$ cat src/rtl/wtch_uart_sender.sv
// Watch-bus to UART text framer: snapshots the time and streams "HH:MM:SS.CC\r\n".
// Optional macro WTCH_UART_AUTO_SEND_EN starts a frame whenever the seconds field changes.
module wtch_uart_sender #(
    parameter logic [7:0] SEP_CHAR  = 8'h3A,
    parameter logic [7:0] FRAC_CHAR = 8'h2E,
    parameter logic [6:0] CLAMP_VAL = 7'd99
) (
    input  logic        clk,
    input  logic        rst,
    input  logic        send_req,
    input  logic [23:0] wtch_data,
    input  logic        tx_ready,
    output logic        tx_valid,
    output logic [7:0]  tx_data,
    output logic        busy,
    output logic        frame_done
);

    typedef enum logic [1:0] {
        IDLE = 2'd0,
        SEND = 2'd1,
        DONE = 2'd2
    } state_t;

    localparam logic [3:0] LAST_IDX = 4'd12;

    state_t      state_q, state_d;
    logic [3:0]  idx_q, idx_d;
    logic [23:0] snap_q, snap_d;
    logic        start;

    logic [15:0] hh_chars;
    logic [15:0] mm_chars;
    logic [15:0] ss_chars;
    logic [15:0] cc_chars;

    // Clamp a field and return its two ASCII decimal digits {tens, ones}.
    function automatic logic [15:0] two_dig(input logic [6:0] v);
        logic [6:0] c;
        logic [6:0] t;
        logic [6:0] o;
        c = (v > CLAMP_VAL) ? CLAMP_VAL : v;
        t = c / 7'd10;
        o = c % 7'd10;
        return {8'h30 + {1'b0, t}, 8'h30 + {1'b0, o}};
    endfunction

`ifdef WTCH_UART_AUTO_SEND_EN
    logic [5:0] last_sec_q, last_sec_d;

    // A frame starts on request or when seconds differ from the last sent value.
    always_comb begin
        start      = send_req || (wtch_data[12:7] != last_sec_q);
        last_sec_d = last_sec_q;
        if (state_q == IDLE && start) begin
            last_sec_d = wtch_data[12:7];
        end
    end

    // Last-sent seconds register; 6'h3F never matches a legal value after reset.
    always_ff @(posedge clk) begin
        if (rst) begin
            last_sec_q <= 6'h3F;
        end else begin
            last_sec_q <= last_sec_d;
        end
    end
`else
    // Frames start only on an explicit request.
    always_comb begin
        start = send_req;
    end
`endif

    // State, byte index and snapshot registers.
    always_ff @(posedge clk) begin
        if (rst) begin
            state_q <= IDLE;
            idx_q   <= 4'd0;
            snap_q  <= 24'h000000;
        end else begin
            state_q <= state_d;
            idx_q   <= idx_d;
            snap_q  <= snap_d;
        end
    end

    // Next-state logic and handshake/status outputs.
    always_comb begin
        state_d    = state_q;
        idx_d      = idx_q;
        snap_d     = snap_q;
        tx_valid   = 1'b0;
        busy       = 1'b0;
        frame_done = 1'b0;
        unique case (state_q)
            IDLE: begin
                if (start) begin
                    snap_d  = wtch_data;
                    idx_d   = 4'd0;
                    state_d = SEND;
                end
            end
            SEND: begin
                tx_valid = 1'b1;
                busy     = 1'b1;
                if (tx_ready) begin
                    if (idx_q == LAST_IDX) begin
                        idx_d   = 4'd0;
                        state_d = DONE;
                    end else begin
                        idx_d = idx_q + 4'd1;
                    end
                end
            end
            DONE: begin
                frame_done = 1'b1;
                state_d    = IDLE;
            end
            default: begin
                state_d = IDLE;
            end
        endcase
    end

    // Digit pairs are derived from the snapshot, never from the live bus.
    always_comb begin
        hh_chars = two_dig({2'b00, snap_q[23:19]});
        mm_chars = two_dig({1'b0, snap_q[18:13]});
        ss_chars = two_dig({1'b0, snap_q[12:7]});
        cc_chars = two_dig(snap_q[6:0]);
    end

    // Select the frame byte for the current index; zero outside a frame.
    always_comb begin
        tx_data = 8'h00;
        if (state_q == SEND) begin
            unique case (idx_q)
                4'd0:    tx_data = hh_chars[15:8];
                4'd1:    tx_data = hh_chars[7:0];
                4'd2:    tx_data = SEP_CHAR;
                4'd3:    tx_data = mm_chars[15:8];
                4'd4:    tx_data = mm_chars[7:0];
                4'd5:    tx_data = SEP_CHAR;
                4'd6:    tx_data = ss_chars[15:8];
                4'd7:    tx_data = ss_chars[7:0];
                4'd8:    tx_data = FRAC_CHAR;
                4'd9:    tx_data = cc_chars[15:8];
                4'd10:   tx_data = cc_chars[7:0];
                4'd11:   tx_data = 8'h0D;
                4'd12:   tx_data = 8'h0A;
                default: tx_data = 8'h00;
            endcase
        end
    end

endmodule

$ cat config.mk
export PLATFORM = sky130hd
export DESIGN_NAME = wtch_uart_sender
export DESIGN_NICKNAME = d
export VERILOG_FILES = /design/src/rtl/wtch_uart_sender.sv
export SDC_FILE = /design/constraint.sdc
export NUM_CORES = 1
export LEC_CHECK = 0
export CAP_MARGIN = 20
export CORE_ASPECT_RATIO = 1.5
export CORE_MARGIN = 10
export CORE_UTILIZATION = 29
export CTS_BUF_LIST = sky130_fd_sc_hd__clkbuf_16
export DETAILED_ROUTE_END_ITERATION = 8
export PLACE_DENSITY = 0.54
export SETUP_SLACK_MARGIN = 0.2
export SLEW_MARGIN = 20
export SYNTH_ARGS = -nofsm -noshare
export SYNTH_HDL_FRONTEND = slang
export SYNTH_SLANG_ARGS = --single-unit
$ cat constraint.sdc
create_clock -name clk -period 4.3 [get_ports clk]
set_input_delay 0.86 -clock clk [delete_from_list [all_inputs] [get_ports clk]]
set_output_delay 0.86 -clock clk [all_outputs]
set_load 0.01 [all_outputs]
==> results.yml, run 1 <==
run_status:
  status: "finished with violations"
  violations: "setup timing"
global_route:
  grt_pass1_wl_mm: 19.6
  gr-total-overflow: 0
  grt_usage_pct: 13.2
  antenna_found_initial: 0
  grt_max_degree: 31
  grt_pass1_vias: 4177
clocking:
  cts_max_level: 2
  cts-root-buf: "clkbuf_16"
  numCtsBuffers: 5
  cts_tree: "built"
  clk_pin_slew_ns: 0.05
  hold_buffers: 0
  clock_path_buffers: 2
  cts_sinks: 30
  clock_latency_ns: 0.28
sta:
  finClkSkew_ns: 0.00450
  rsz0062_at_grt: "yes"
  drv_slew: 0
  setup_ws_ns: -0.277
  fmax_mhz: 218
  worst_hold_slack_ns: 0.477
  finalCritPeriodShare_pct: 106
  worstMarginPinSlew_ns: 0.683
  slew_headroom_pct: 54.0
  hold_viol: 0
  finalSetupViolCount: 7
  fin_crit_ns: 4.58
yosys:
  syn_nets: 574
  synth_edf_count: 0
  ys_warn_count: 0
  synth_flop_cell: "dfxtp_1"
  synthArstFlopShare_pct: 0
  yosysTopAreaCellShare_pct: 16.8
  yosysSeqAreaShare_pct: 16.8
  yosysMostFrequentCell: "nand2_1"
  syn_avg_cell_area_um2: 6.78
  synth_area_leaders: "dfxtp_1, nand2_1, a21oi_1, ha_1, o21ai_0"
  syn_area_um2: 3580
  synth_seq_cells: 30
  synth_common_cells: "nand2_1, a21oi_1, o21ai_0, nor2_1, dfxtp_1"
  yosysTopAreaCell: "dfxtp_1"
  synth_cells: 528
  synth.distinct_cells: 86
critical_path:
  cpMostUsedCell: "ha_2"
  cp-end-kind: "output port"
  required_ns: 3.44
  critical_path.max_stage_delay_ns: 0.38
  reg2reg_to: "idx_q[3]$_SDFFE_PP0P_"
  critical_path_class: "reg -> out"
  worstSetupStartpointType: "flip-flop"
  path_cells: "inv_2 > a21oi_2 > ha_2 > o21a_1 > o21ai_1 > ha_2 > or3b_4 > o221ai_4 > nor2_2 > o21ai_4 > ha_4 > o2bb2ai_4 > and2_4 > a221o_1 > xnor2_2 > nor3_2 > buf_2"
  r2r_start: "idx_q[0]$_SDFFE_PP0P_"
  path_max_fanout: 5
  r2r_cells: 8
  arrival_ns: 3.72
  cp_slowest_cell: "or3b_4"
  r2r_slack_ns: 2.47
cells_and_area:
  drive_above_1_share_pct: 26.4
  insertedDiodeCount: 0
  syn2layout_area_growth_pct: 40.5
  nets: 685
floorplan:
  die-area_um2: 17300
  dieHeight_um: 156
  die_width_um: 111
  fp-row-count: 49
  start_util_pct: 29.8
  io_pins: 39
  core_um2: 12000
pwr:
  ir_drop_mv: 0.185
  power_density_nw_per_um2: 261
  power.total_uw: 1310
  leakage_uw: 0.00200
detailed_routing:
  drtAntennaViolNets: 0
  first_pass_iters: 5
  vias: 4127
  avgRoutedWirePerCell_um: 14.9
  drc: 0
  drt_iter0_drc: 150
  routed_via_density: 5.20
  routed_wl_mm: 11.8
job:
  max-cap-violations: 0
worst_hold_path:
  hold_path_depth: 2
  hp-start: "snap_q[1]$_SDFFE_PP0P_"
  hp-class: "reg -> reg"
  hold_end: "snap_q[1]$_SDFFE_PP0P_"
place:
  routabilityCongestion: 0.904
  dpl.hpwl_mm: 9.46
  port_buffers: 38
cells in the final DEF, fill, tap and decap left out, types with 5 or more instances in the layout:
cell,netlist,routed
xor2_1,6,6
clkbuf_16,0,5
o21ai_0,44,40
nand2b_1,9,9
xnor2_1,10,7
dfxtp_1,30,27
ha_1,18,14
nor2b_1,12,12
buf_4,2,94
a21oi_1,58,56
and2_1,7,6
clkdlybuf4s50_1,0,29
o21ai_1,3,5
nor3_1,13,11
inv_1,23,22
buf_6,4,5
o211ai_1,5,5
nand3_1,10,9
a21o_1,5,5
buf_2,3,7
a31oi_1,8,8
nor2_1,37,36
nand2_1,95,95
worst max-delay path by stage:
stage,from,endpoint,slack (ns)
6_report,snap_q[4]$_SDFFE_PP0P_,tx_data[6],-0.28
5_1_grt,snap_q[4]$_SDFFE_PP0P_,tx_data[6],-0.47
4_1_cts,snap_q[4]$_SDFFE_PP0P_,tx_data[6],-0.28
3_5_place_dp,snap_q[4]$_SDFFE_PP0P_,tx_data[5],-0.52
3_3_place_gp,snap_q[4]$_SDFFE_PP0P_,tx_data[6],-0.42
2_1_floorplan,snap_q[6]$_SDFFE_PP0P_,tx_data[6],-0.23
worst max-delay path, delay by kind of cell (launching register included):
kind	cells	cell delay, ns
compound gates	7	1.28
xor+xnor	1	0.15
fa+ha+maj	3	0.72
buf+inv	2	0.20
flops	1	0.33
simple gates	4	0.76
registers in the layout (all words and copies together) (netlist names):
| register | cells |
|---|---|
| idx_q | 4 |
| snap_q | 24 |
| state_q | 2 |
layer usage:
metal	track usage, %	wire, um	vias to the layer above
li1	-	-	2120
met4	5.60	318	0
met5	0	0	-
met3	1.04	182	19
met2	27.0	6660	56
met1	13.1	4640	1932
power breakdown:
group	switching (uW)	leakage (uW)	internal, uW	total, uW
logic	337	0.00168	329	666
clock network	125	0.0000724	209	334
registers	16.7	0.000247	297	314
total	479	0.00200	835	1310
area by class of cell:
cell class | count | area (um2)
inverter | 24 | 90.1
clock inverter | 3 | 12.5
fill | 1291 | 6990
clock buffer | 5 | 125
timing repair buffer | 136 | 1100
tap | 153 | 191
sequential | 30 | 604
multi-input combinational | 442 | 2910
metrics by stage:
step	instance area, um2	worst slack, ns	util [%]	TNS, ns	std cells
6_report	5030	-0.277	41.8	-1.57	793
2_1_floorplan	3620	-0.232	-	-0.409	528
3_5_place_dp	4670	-0.517	38.8	-2.78	773
5_1_grt	5030	-0.471	41.8	-3.15	793
3_3_place_gp	4670	-0.416	38.8	-2.18	773
4_1_cts	4950	-0.282	41.2	-1.52	790
logic make-up after synthesis:
logic type,count (synthesis),synth area share [%]
AND/OR/NAND/NOR,221,30.2
multiplexers,7,2.03
flip-flops,30,16.8
adder cells (fa/ha/maj),18,6.29
XOR/XNOR,16,3.91
buffers and inverters,56,7.03
AO/OA/AOI/OAI,180,33.8
timing repair:
item / CTS / global route
pin swaps: 23 / 13
setup buffers: 9 / 3
gates resized for setup: 53 / 12
endpoints found under the setup margin: 8 / 8
(Power assumes the default switching activity.)
==> run 2, diff against run 1 <==
--- a/config.mk
+++ b/config.mk
@@ -11,7 +11,7 @@
 export CORE_UTILIZATION = 29
 export CTS_BUF_LIST = sky130_fd_sc_hd__clkbuf_16
 export DETAILED_ROUTE_END_ITERATION = 8
-export PLACE_DENSITY = 0.54
+export PLACE_DENSITY = 0.53
 export SETUP_SLACK_MARGIN = 0.2
 export SLEW_MARGIN = 20
 export SYNTH_ARGS = -nofsm -noshare
==> constraint.sdc (replaced) <==
create_clock -name clk -period 5.15 [get_ports clk]
set_input_delay 1.03 -clock clk [delete_from_list [all_inputs] [get_ports clk]]
set_output_delay 1.03 -clock clk [all_outputs]
set_load 0.01 [all_outputs]
==> results.yml, run 2 (synthesized netlist as in run 1, its figures left out) <==
run_status:
  status: "complete, no violations"
critical_path:
  cp-end-kind: "output port"
  worstSetupStartpointType: "flip-flop"
  required_ns: 4.12
  r2r_cells: 6
  cp_slowest_cell: "dfxtp_1"
  cpMostUsedCell: "ha_2"
  path_cells: "a21oi_2 > ha_2 > o21a_1 > o21ai_1 > ha_2 > and2b_1 > o31ai_2 > o221ai_4 > buf_6 > nand3b_1 > a21o_1 > o2bb2ai_4 > and2_1 > a221o_1 > xnor2_1 > nor3_2 > clkdlybuf4s15_2"
  critical_path_class: "reg -> out"
  path_max_fanout: 11
  arrival_ns: 3.88
  critical_path.max_stage_delay_ns: 0.37
clocking:
  numCtsBuffers: 5
  cts_max_level: 2
  clk_pin_slew_ns: 0.05
  hold_buffers: 0
  clock_path_buffers: 2
  cts_tree: "built"
  cts_sinks: 30
  clock_latency_ns: 0.28
  cts-root-buf: "clkbuf_16"
global_route:
  antenna_found_initial: 0
  grt_max_degree: 31
  grt_pass1_wl_mm: 18.2
  gr-total-overflow: 0
  grt_pass1_vias: 3797
  grt_usage_pct: 12.2
detailed_routing:
  drtAntennaViolNets: 0
  routed_via_density: 5.28
  drc: 0
  routed_wl_mm: 10.9
  first_pass_iters: 4
  avgRoutedWirePerCell_um: 15.0
  vias: 3829
  drt_iter0_drc: 153
sta:
  finalCritPeriodShare_pct: 95.3
  rsz0062_at_grt: "yes"
  finalSetupTns_ns: 0
  hold_viol: 0
  finalSetupViolCount: 0
  worstMarginPinSlew_ns: 0.979
  slew_headroom_pct: 34.7
  finClkSkew_ns: 0.00346
  fmax_mhz: 204
  drv_slew: 0
  fin_crit_ns: 4.91
cells_and_area:
  fillers: 1335
  layout_common_cells: "nand2_1, a21oi_1, o21ai_0"
  drive_above_1_share_pct: 15.4
  finalInstanceArea_um2: 4450
  final_common_cell: "nand2_1"
  syn2layout_area_growth_pct: 24.4
  top_regs: "snap_q x24, idx_q x4, state_q x2"
  largest_reg_flops: 24
  nets: 618
  insertedDiodeCount: 0
  top_register: "snap_q"
floorplan:
  dieHeight_um: 156
  die-area_um2: 17300
  die_width_um: 111
  fp-row-count: 49
  io_pins: 39
  start_util_pct: 29.8
  core_um2: 12000
pwr:
  leakage_uw: 0.00167
  power_density_nw_per_um2: 222
  power.total_uw: 990
  ir_drop_mv: 0.116
worst_hold_path:
  hold_path_depth: 2
  hp-class: "reg -> reg"
place:
  place_area_um2: 4180
  routabilityCongestion: 0.901
  dpl.hpwl_mm: 8.55
  port_buffers: 38
job:
  max-cap-violations: 0
[run 2: metal layers]
metal  global-route usage (%)  routed length (um)
met2                     24.2                5980
met1                     12.9                4610
met3                     1.00                 134
met5                        0                   0
met4                     4.23                 147
[run 2: stage by stage]
| stage | worst slack (ns) | utilization (%) | instances | hold WS, ns |
|---|---|---|---|---|
| global placement | 0.146 | 34.8 | 712 | 0.475 |
| global route | 0.0984 | 37.1 | 725 | 0.501 |
| CTS | 0.0847 | 36.3 | 720 | 0.482 |
| finish | 0.242 | 37.1 | 725 | 0.475 |
| detailed placement | 0.0683 | 34.8 | 712 | 0.474 |
| floorplan | 0.265 | - | 528 | 0.444 |
[run 2: repair_timing]
action,4_1_cts,5_1_grt
endpoints found under the setup margin,7,8
pin swaps,2,12
resized for setup,21,23
setup buffers,1,5
[run 2: path summary, 6_finish.rpt]
kind | startpoint | slack [ns] | endpoint
hold reg to reg | snap_q[13]$_SDFFE_PP0P_ | 0.47 | snap_q[13]$_SDFFE_PP0P_
hold / removal | snap_q[13]$_SDFFE_PP0P_ | 0.47 | snap_q[13]$_SDFFE_PP0P_
setup reg to reg | state_q[1]$_SDFFE_PP0P_ | 3.19 | idx_q[3]$_SDFFE_PP0P_
setup / recovery | snap_q[5]$_SDFFE_PP0P_ | 0.24 | tx_data[6]
[run 2: critical path: cells and delay by family (launching register included)]
kind	cells	cell delay, ns
AOI/OAI and AO/OA	8	1.53
adders and majority gates	2	0.49
buffers and inverters	2	0.44
and+or+nand+nor	4	0.62
DFF	1	0.37
xor gates and xnor gates	1	0.14
[run 2: area by class of cell]
class	instances	area, um2	share of cell area (%)
Multi-Input combinational cell	442	2830	63.6
Clock buffer	5	125	2.81
Timing Repair Buffer	69	606	13.6
Sequential cell	30	603	13.5
Inverter	24	90.1	2.02
Tap cell	153	191	4.30
Clock inverter	2	7.51	0.169
[run 2: power breakdown]
part	internal [uW]	switching, uW	leakage (uW)
Sequential	248	22.5	0.000247
Combinational	202	245	0.00135
Clock	172	100	0.0000723
Total	623	367	0.00167
==> run 3, diff against run 2 <==
--- a/config.mk
+++ b/config.mk
@@ -10,6 +10,7 @@
 export CORE_MARGIN = 10
 export CORE_UTILIZATION = 29
 export CTS_BUF_LIST = sky130_fd_sc_hd__clkbuf_16
+export CTS_CLUSTER_DIAMETER = 50
 export DETAILED_ROUTE_END_ITERATION = 8
 export PLACE_DENSITY = 0.53
 export SETUP_SLACK_MARGIN = 0.2
==> results of run 3 <==
The final DEF is identical to that of run 2; final timing and power are the same.
